--- src/rtl/fmul_pipe.sv ---
// fmul_pipe: 3-stage valid/ready IEEE-754 multiplier (unpack+multiply, normalise, round+pack).
// Define FMUL_SUBNORMAL_EN for gradual underflow; otherwise subnormal inputs read as zero and tiny results flush.
module fmul_pipe #(
  parameter int EXP_W = 8,
  parameter int MAN_W = 23,
  parameter int TAG_W = 4
) (
  input  logic                   clk,
  input  logic                   rst_n,
  input  logic                   in_valid,
  output logic                   in_ready,
  input  logic [EXP_W+MAN_W:0]   in_a,
  input  logic [EXP_W+MAN_W:0]   in_b,
  input  logic [2:0]             in_rm,
  input  logic [TAG_W-1:0]       in_tag,
  output logic                   out_valid,
  input  logic                   out_ready,
  output logic [EXP_W+MAN_W:0]   out_res,
  output logic [4:0]             out_flags,
  output logic [TAG_W-1:0]       out_tag
);
  localparam int FW = 1 + EXP_W + MAN_W;
  localparam int SW = MAN_W + 1;
  localparam int PW = 2 * SW;
  localparam int EW = EXP_W + 2;
  localparam logic signed [EW-1:0] BIAS = EW'((1 << (EXP_W - 1)) - 1);
  localparam logic signed [EW-1:0] EMAX = EW'((1 << EXP_W) - 1);
  localparam logic signed [EW-1:0] ONE  = EW'(1);
  localparam logic [2:0] RM_RNE = 3'd0;
  localparam logic [2:0] RM_RTZ = 3'd1;
  localparam logic [2:0] RM_RDN = 3'd2;
  localparam logic [2:0] RM_RUP = 3'd3;
  localparam logic [2:0] RM_RMM = 3'd4;
  localparam logic [FW-1:0] QNAN = {1'b0, {EXP_W{1'b1}}, 1'b1, {(MAN_W-1){1'b0}}};

  logic adv;

  logic                   s1_valid_d, s1_valid_q;
  logic [TAG_W-1:0]       s1_tag_d, s1_tag_q;
  logic [2:0]             s1_rm_d, s1_rm_q;
  logic                   s1_sign_d, s1_sign_q;
  logic                   s1_spec_d, s1_spec_q;
  logic [FW-1:0]          s1_sres_d, s1_sres_q;
  logic                   s1_nv_d, s1_nv_q;
  logic signed [EW-1:0]   s1_exp_d, s1_exp_q;
  logic [PW-1:0]          s1_prod_d, s1_prod_q;

  logic                   s2_valid_d, s2_valid_q;
  logic [TAG_W-1:0]       s2_tag_d, s2_tag_q;
  logic [2:0]             s2_rm_d, s2_rm_q;
  logic                   s2_sign_d, s2_sign_q;
  logic                   s2_spec_d, s2_spec_q;
  logic [FW-1:0]          s2_sres_d, s2_sres_q;
  logic                   s2_nv_d, s2_nv_q;
  logic signed [EW-1:0]   s2_exp_d, s2_exp_q;
  logic                   s2_denorm_d, s2_denorm_q;
  logic                   s2_tiny_d, s2_tiny_q;
  logic [SW-1:0]          s2_sig_d, s2_sig_q;
  logic                   s2_guard_d, s2_guard_q;
  logic                   s2_sticky_d, s2_sticky_q;

  logic                   out_valid_d, out_valid_q;
  logic [FW-1:0]          out_res_d, out_res_q;
  logic [4:0]             out_flags_d, out_flags_q;
  logic [TAG_W-1:0]       out_tag_d, out_tag_q;

  // Single global stall: nothing moves while the result register is full and unread.
  assign adv       = !out_valid_q || out_ready;
  assign in_ready  = adv;
  assign out_valid = out_valid_q;
  assign out_res   = out_res_q;
  assign out_flags = out_flags_q;
  assign out_tag   = out_tag_q;

  logic [EXP_W-1:0] ea, eb, ea_eff, eb_eff;
  logic [MAN_W-1:0] fa, fb;
  logic             a_zero, b_zero, a_inf, b_inf, a_nan, b_nan, a_snan, b_snan;
  logic [SW-1:0]    siga, sigb;

  always_comb begin
    ea     = in_a[FW-2 -: EXP_W];
    eb     = in_b[FW-2 -: EXP_W];
    fa     = in_a[MAN_W-1:0];
    fb     = in_b[MAN_W-1:0];
    a_inf  = (&ea) && (fa == '0);
    b_inf  = (&eb) && (fb == '0);
    a_nan  = (&ea) && (fa != '0);
    b_nan  = (&eb) && (fb != '0);
    a_snan = a_nan && !fa[MAN_W-1];
    b_snan = b_nan && !fb[MAN_W-1];
`ifdef FMUL_SUBNORMAL_EN
    a_zero = (ea == '0) && (fa == '0);
    b_zero = (eb == '0) && (fb == '0);
    ea_eff = (ea == '0) ? EXP_W'(1) : ea;
    eb_eff = (eb == '0) ? EXP_W'(1) : eb;
`else
    a_zero = (ea == '0);
    b_zero = (eb == '0);
    ea_eff = ea;
    eb_eff = eb;
`endif
    siga = {ea != '0, fa};
    sigb = {eb != '0, fb};

    s1_valid_d = in_valid;
    s1_tag_d   = in_tag;
    s1_rm_d    = (in_rm > RM_RMM) ? RM_RNE : in_rm;
    s1_sign_d  = in_a[FW-1] ^ in_b[FW-1];
    s1_exp_d   = $signed(EW'(ea_eff)) + $signed(EW'(eb_eff)) - BIAS;
    s1_prod_d  = PW'(siga) * PW'(sigb);
    s1_spec_d  = 1'b1;
    s1_nv_d    = 1'b0;
    s1_sres_d  = QNAN;
    if (a_nan || b_nan) begin
      s1_nv_d = a_snan || b_snan;
    end else if ((a_inf && b_zero) || (a_zero && b_inf)) begin
      s1_nv_d = 1'b1;
    end else if (a_inf || b_inf) begin
      s1_sres_d = {s1_sign_d, {EXP_W{1'b1}}, {MAN_W{1'b0}}};
    end else if (a_zero || b_zero) begin
      s1_sres_d = {s1_sign_d, {(FW-1){1'b0}}};
    end else begin
      s1_spec_d = 1'b0;
    end
  end

  logic [PW-1:0]        pn, psh;
  logic signed [EW-1:0] en;
  logic                 lost;
`ifdef FMUL_SUBNORMAL_EN
  localparam int LZ_W = $clog2(PW + 1);
  logic [LZ_W-1:0] lz;
  logic [EW-1:0]   sh;
`endif

  always_comb begin
    s2_valid_d = s1_valid_q;
    s2_tag_d   = s1_tag_q;
    s2_rm_d    = s1_rm_q;
    s2_sign_d  = s1_sign_q;
    s2_spec_d  = s1_spec_q;
    s2_sres_d  = s1_sres_q;
    s2_nv_d    = s1_nv_q;
`ifdef FMUL_SUBNORMAL_EN
    lz = '0;
    for (int i = 0; i < PW; i++) begin
      if (s1_prod_q[i]) lz = LZ_W'(PW - 1 - i);
    end
    pn = s1_prod_q << lz;
    en = s1_exp_q + ONE - $signed(EW'(lz));
    sh = '0;
    s2_denorm_d = 1'b0;
    // Below the normal range: shift into the denormal position, everything shifted out is sticky.
    if (en < ONE) begin
      s2_denorm_d = 1'b1;
      sh = ONE - en;
      if (sh > EW'(PW)) sh = EW'(PW);
    end
    psh  = pn >> sh;
    lost = |(pn & ~({PW{1'b1}} << sh));
    s2_tiny_d = s2_denorm_d;
    s2_exp_d  = s2_denorm_d ? '0 : en;
`else
    if (s1_prod_q[PW-1]) begin
      pn = s1_prod_q;
      en = s1_exp_q + ONE;
    end else begin
      pn = s1_prod_q << 1;
      en = s1_exp_q;
    end
    psh         = pn;
    lost        = 1'b0;
    s2_denorm_d = 1'b0;
    s2_tiny_d   = 1'b0;
    s2_exp_d    = en;
`endif
    s2_sig_d    = psh[PW-1 -: SW];
    s2_guard_d  = psh[PW-1-SW];
    s2_sticky_d = (|psh[PW-2-SW:0]) || lost;
  end

  logic                 inexact, inc, ovf, flush;
  logic [SW:0]          sig_r;
  logic signed [EW-1:0] eo;
  logic [FW-1:0]        inf_r, max_r;

  always_comb begin
    inexact = s2_guard_q || s2_sticky_q;
    case (s2_rm_q)
      RM_RTZ:  inc = 1'b0;
      RM_RDN:  inc = s2_sign_q && inexact;
      RM_RUP:  inc = !s2_sign_q && inexact;
      RM_RMM:  inc = s2_guard_q;
      default: inc = s2_guard_q && (s2_sticky_q || s2_sig_q[0]);
    endcase
    sig_r = {1'b0, s2_sig_q} + (SW+1)'(inc);
    // A carry out of the fraction bumps the exponent; a denormal rounding up into the hidden bit becomes exp=1.
    eo = s2_exp_q + $signed(EW'(sig_r[SW])) + $signed(EW'(s2_denorm_q & sig_r[MAN_W]));
    ovf   = (eo >= EMAX);
    flush = 1'b0;
`ifndef FMUL_SUBNORMAL_EN
    flush = (eo < ONE);
`endif
    inf_r = {s2_sign_q, {EXP_W{1'b1}}, {MAN_W{1'b0}}};
    max_r = {s2_sign_q, {(EXP_W-1){1'b1}}, 1'b0, {MAN_W{1'b1}}};

    out_valid_d = s2_valid_q;
    out_tag_d   = s2_tag_q;
    out_res_d   = {s2_sign_q, eo[EXP_W-1:0], sig_r[MAN_W-1:0]};
    out_flags_d = {3'b000, s2_tiny_q && inexact, inexact};
    if (s2_spec_q) begin
      out_res_d   = s2_sres_q;
      out_flags_d = {s2_nv_q, 4'b0000};
    end else if (ovf) begin
      out_flags_d = 5'b00101;
      case (s2_rm_q)
        RM_RTZ:  out_res_d = max_r;
        RM_RDN:  out_res_d = s2_sign_q ? inf_r : max_r;
        RM_RUP:  out_res_d = s2_sign_q ? max_r : inf_r;
        default: out_res_d = inf_r;
      endcase
    end else if (flush) begin
      out_res_d   = {s2_sign_q, {(FW-1){1'b0}}};
      out_flags_d = 5'b00011;
    end
  end

  always_ff @(posedge clk or negedge rst_n) begin
    if (!rst_n) begin
      s1_valid_q  <= 1'b0;
      s1_tag_q    <= '0;
      s1_rm_q     <= '0;
      s1_sign_q   <= 1'b0;
      s1_spec_q   <= 1'b0;
      s1_sres_q   <= '0;
      s1_nv_q     <= 1'b0;
      s1_exp_q    <= '0;
      s1_prod_q   <= '0;
      s2_valid_q  <= 1'b0;
      s2_tag_q    <= '0;
      s2_rm_q     <= '0;
      s2_sign_q   <= 1'b0;
      s2_spec_q   <= 1'b0;
      s2_sres_q   <= '0;
      s2_nv_q     <= 1'b0;
      s2_exp_q    <= '0;
      s2_denorm_q <= 1'b0;
      s2_tiny_q   <= 1'b0;
      s2_sig_q    <= '0;
      s2_guard_q  <= 1'b0;
      s2_sticky_q <= 1'b0;
      out_valid_q <= 1'b0;
      out_res_q   <= '0;
      out_flags_q <= '0;
      out_tag_q   <= '0;
    end else if (adv) begin
      s1_valid_q  <= s1_valid_d;
      s1_tag_q    <= s1_tag_d;
      s1_rm_q     <= s1_rm_d;
      s1_sign_q   <= s1_sign_d;
      s1_spec_q   <= s1_spec_d;
      s1_sres_q   <= s1_sres_d;
      s1_nv_q     <= s1_nv_d;
      s1_exp_q    <= s1_exp_d;
      s1_prod_q   <= s1_prod_d;
      s2_valid_q  <= s2_valid_d;
      s2_tag_q    <= s2_tag_d;
      s2_rm_q     <= s2_rm_d;
      s2_sign_q   <= s2_sign_d;
      s2_spec_q   <= s2_spec_d;
      s2_sres_q   <= s2_sres_d;
      s2_nv_q     <= s2_nv_d;
      s2_exp_q    <= s2_exp_d;
      s2_denorm_q <= s2_denorm_d;
      s2_tiny_q   <= s2_tiny_d;
      s2_sig_q    <= s2_sig_d;
      s2_guard_q  <= s2_guard_d;
      s2_sticky_q <= s2_sticky_d;
      out_valid_q <= out_valid_d;
      out_res_q   <= out_res_d;
      out_flags_q <= out_flags_d;
      out_tag_q   <= out_tag_d;
    end
  end
endmodule

--- config.mk ---
export PLATFORM = sky130hd
export DESIGN_NAME = fmul_pipe
export DESIGN_NICKNAME = d
export VERILOG_FILES = /design/src/rtl/fmul_pipe.sv
export SDC_FILE = /design/constraint.sdc
export NUM_CORES = 2
export LEC_CHECK = 0
export CELL_PAD_IN_SITES_DETAIL_PLACEMENT = 2
export CELL_PAD_IN_SITES_GLOBAL_PLACEMENT = 2
export CORE_MARGIN = 2
export CORE_UTILIZATION = 43
export CTS_CLUSTER_DIAMETER = 120
export DETAILED_ROUTE_END_ITERATION = 10
export GPL_TIMING_DRIVEN = 1
export PLACE_DENSITY_LB_ADDON = 0.1
export SLEW_MARGIN = 40
export SYNTH_ARGS = -nofsm -noshare
export SYNTH_HDL_FRONTEND = slang
export SYNTH_SLANG_ARGS = --single-unit
--- constraint.sdc ---
create_clock -name clk -period 12.7 [get_ports clk]
set_input_delay 2.54 -clock clk [delete_from_list [all_inputs] [get_ports clk]]
set_output_delay 2.54 -clock clk [all_outputs]
set_load 0.005 [all_outputs]
==> flow_summary_export.csv <==
group,metric,value,unit
clock_network,cts_hold_buf,0,
critical_path,r2r_slack,6.90,ns
clock_network,ctsLongestPathBuffers,2,
critical_path,worstSetupStartpointType,"primary input",
grt,grt_pass1_wl,149.5,mm
grt,met3_usage,0.02940,
critical_path,reg2reg_depth,21,
sta,final.setup_skew,0.01391,ns
logic_synthesis,synth_seq_cells,163,
clock_network,post_cts_resized,0,
logic_synthesis,synth_cell_types,71,
sta,rsz0062_at_grt,"false",
floorplanning,rows,91,
logic_synthesis,synth_edf_count,0,
floorplanning,die_y,253.9,µm
run_status,status,"finished clean",
grt,grt_max_degree,103,
logic_synthesis,syn-cell-area,0.02685,mm²
logic_synthesis,synth_top_area_share,0.3602,
grt,grt_usage,0.3050,
floorplanning,die_x,253.9,µm
route,wire_per_inst,24.41,µm
clock_network,htree_levels,4,
job,drv_cap,0,
critical_path,worstReg2RegStart,"s2_rm_q[2]$_DFFE_PN0P_",
sta,fmax,0.1001,GHz
logic_synthesis,synth.area.top_cells,"fa_1 (36%), dfrtp_1 (15%), ha_1 (9.1%)",
grt,first_global_vias,25780,
finish,areaGrowthSynthToFinish,9.466,%
sta,slew-limit-headroom,0.4611,
finish,drive_gt1_frac,0.03496,
floorplanning,die-area,0.06445,mm²
critical_path,crit_path_start,"in_a[26]",
route,via_per_inst,5.508,
finish,fin_nets,3802,
critical_path,worstPathArrival,10.28,ns
logic_synthesis,avgSynthCellArea,8.869,µm²
sta,finalSetupTns,0,ns
critical_path,crit_fanout,9,
logic_synthesis,ys_top_cells_by_count,"nand2_1 (547), inv_1 (533), fa_1 (483)",
floorplanning,io_pins,118,
sta,period_share,0.7866,
logic_synthesis,postSynth.asyncResetShare,1.000,
critical_path,crit_type,"primary input to flip-flop",
critical_path,cp.required,12.99,ns
sta,period_needed,9.990,ns
grt,antenna_found_initial,1,
clock_network,cts_buffers,17,
clock_network,clock_latency,0.45,ns
place,dp_hpwl,74.25,mm
grt,use_met1,0.3777,
route,wl,95.16,mm
sta,finalHoldViolations,0,
grt,top_usage_layer,"met2",
place,dp_worst_setup_slack,2.290,ns
grt,grtUsageMet2,0.5546,
route,drc,0,
sta,drv_slew,0,
clock_network,cts_sinks,163,
route,drt_iter0_drc,1144,
min_path,holdCritPathClass,"flip-flop to flip-flop",
route,drt-pass1-iter-count,5,
critical_path,end_kind,"flip-flop",
logic_synthesis,synth_top_cell_by_area,"fa_1",
logic_synthesis,yosysMostFrequentCell,"nand2_1",
finish,num_antenna_cells,0,
clock_network,root_buffer,"clkbuf_16",
route,vias,21470,
clock_network,tritoncts,"built",
min_path,holdPathEnd,"out_valid_d$_DFFE_PN0P_",
min_path,min_from,"out_valid_d$_DFFE_PN0P_",
sta,setup_viol,0,
logic_synthesis,synth-seq-area-share,0.1519,
logic_synthesis,yosys_warnings,0,
critical_path,r2r-end,"out_res[23]$_DFFE_PN0P_",
place,gp_congestion,0.8788,
clock_network,post_cts_buffers,0,
min_path,whs_path_depth,2,
route,route.antenna.remaining_nets,0,
floorplanning,initial_core_util,0.4350,
sta,setup_ws,2.710,ns
grt,globalRouteOverflowTotal,0,
place,placement.io_buffers,116,
logic_synthesis,syn_nets,3780,
logic_synthesis,synth-main-ff-cell,"dfrtp_1",
floorplanning,core,0.06171,mm²
sta,worst_slew_pin_slew,0.8058,ns
clock_network,path_clk_slew,0.07,ns
logic_synthesis,netlist_instances,3027,
[per-layer routing]
metal / part of all wire / wire length (µm)
met4: 0.033 / 3145
met2: 0.51 / 48810
met5: 0 / 0
met1: 0.42 / 39530
met3: 0.039 / 3679
[area by class of cell]
type | count | area, µm²
repair buffers | 170 | 1558
inverters | 533 | 2003
clock inverters | 11 | 128.9
flip-flops and latches | 163 | 4079
well taps | 837 | 1047
clock buffers | 20 | 446.7
fillers | 6758 | 32320
multi-input cells | 2164 | 20120
[cells in the final DEF (no fill, tap or decap), types with 3 or more instances in the layout]
master	n
o21ai_0	85
nand2_1	547
and4_1	3
xnor2_1	42
a21boi_0	3
nor4_1	20
nand2b_1	5
a31oi_1	11
a2111oi_0	3
or3_1	3
o22ai_1	7
nor2_1	99
buf_4	52
a21o_1	17
buf_2	4
a221oi_1	3
clkdlybuf4s50_1	111
nor2b_1	6
nand3b_1	4
mux2i_1	27
ha_1	195
o31ai_1	9
a22o_1	23
nand3_1	24
o21bai_1	10
and2_1	249
and3_1	15
nand4_1	28
nor3_1	17
o21a_1	9
a211oi_1	6
dfrtp_1	163
xor2_1	42
clkinv_4	3
inv_1	532
o21ai_1	25
a21oi_1	99
fa_1	483
clkbuf_16	17
[worst max-delay path, cell delays in order]
cell,delay (ns)
clkdlybuf4s50_1,0.45
nor4_1,0.36
nand2_1,0.44
and2_1,0.36
fa_1,0.54
inv_1,0.06
fa_1,0.56
fa_1,0.59
fa_1,0.48
fa_1,0.63
fa_1,0.46
fa_1,0.50
inv_1,0.06
ha_1,0.43
nand2_1,0.18
o21ai_0,0.36
or2_2,0.20
nor3_1,0.07
a211oi_1,0.47
nor2_1,0.12
xnor2_1,0.27
a21oi_1,0.11
[registers in the layout, indices dropped and copies added, names as in the netlist, 4 cells and up]
name and flops:
s1_prod_q 48, out_tag_d 4, out_tag 4, out_flags 4, s2_sig_q 24, s1_tag_q 4
s1_exp_q 10, s2_exp_q 10, out_res 32
[per-stage QoR]
| step | area (µm²) | util | hold slack (ns) | instances |
|---|---|---|---|---|
| final | 29390 | 0.4762 | 0.4615 | 3898 |
| after global routing | 29390 | 0.4762 | 0.4964 | 3898 |
| after CTS | 29390 | 0.4762 | 0.4632 | 3898 |
| after detailed placement | 28810 | 0.4669 | 0.4535 | 3867 |
| after global placement | 28810 | 0.4669 | 0.4430 | 3867 |
| after floorplan | 26850 | - | 0.4298 | 3027 |
[worst max path at each step]
| stage | cells after the start | slack [ns] | end |
|---|---|---|---|
| 6_report | 22 | 2.71 | s1_prod_q[33]$_DFFE_PN0P_ |
| 5_1_grt | 24 | 2.45 | s1_prod_q[45]$_DFFE_PN0P_ |
| 4_1_cts | 22 | 2.75 | s1_prod_q[45]$_DFFE_PN0P_ |
| 3_5_place_dp | 22 | 2.29 | s1_prod_q[45]$_DFFE_PN0P_ |
| 3_3_place_gp | 22 | 2.40 | s1_prod_q[41]$_DFFE_PN0P_ |
| 2_1_floorplan | 23 | 3.99 | s1_prod_q[38]$_DFFE_PN0P_ |
[logic make-up after synthesis]
kind of cell	share of synthesized area
compound gates	0.07881
xor+xnor	0.02740
fa+ha+maj	0.4511
buf+inv	0.09909
flops	0.1519
mux	0.01007
other cells	0.0001397
simple gates	0.1815
Power is left out: the tool's default activity adds up to more than one toggle a clock period on the data nets, which glitch-free logic cannot reach.
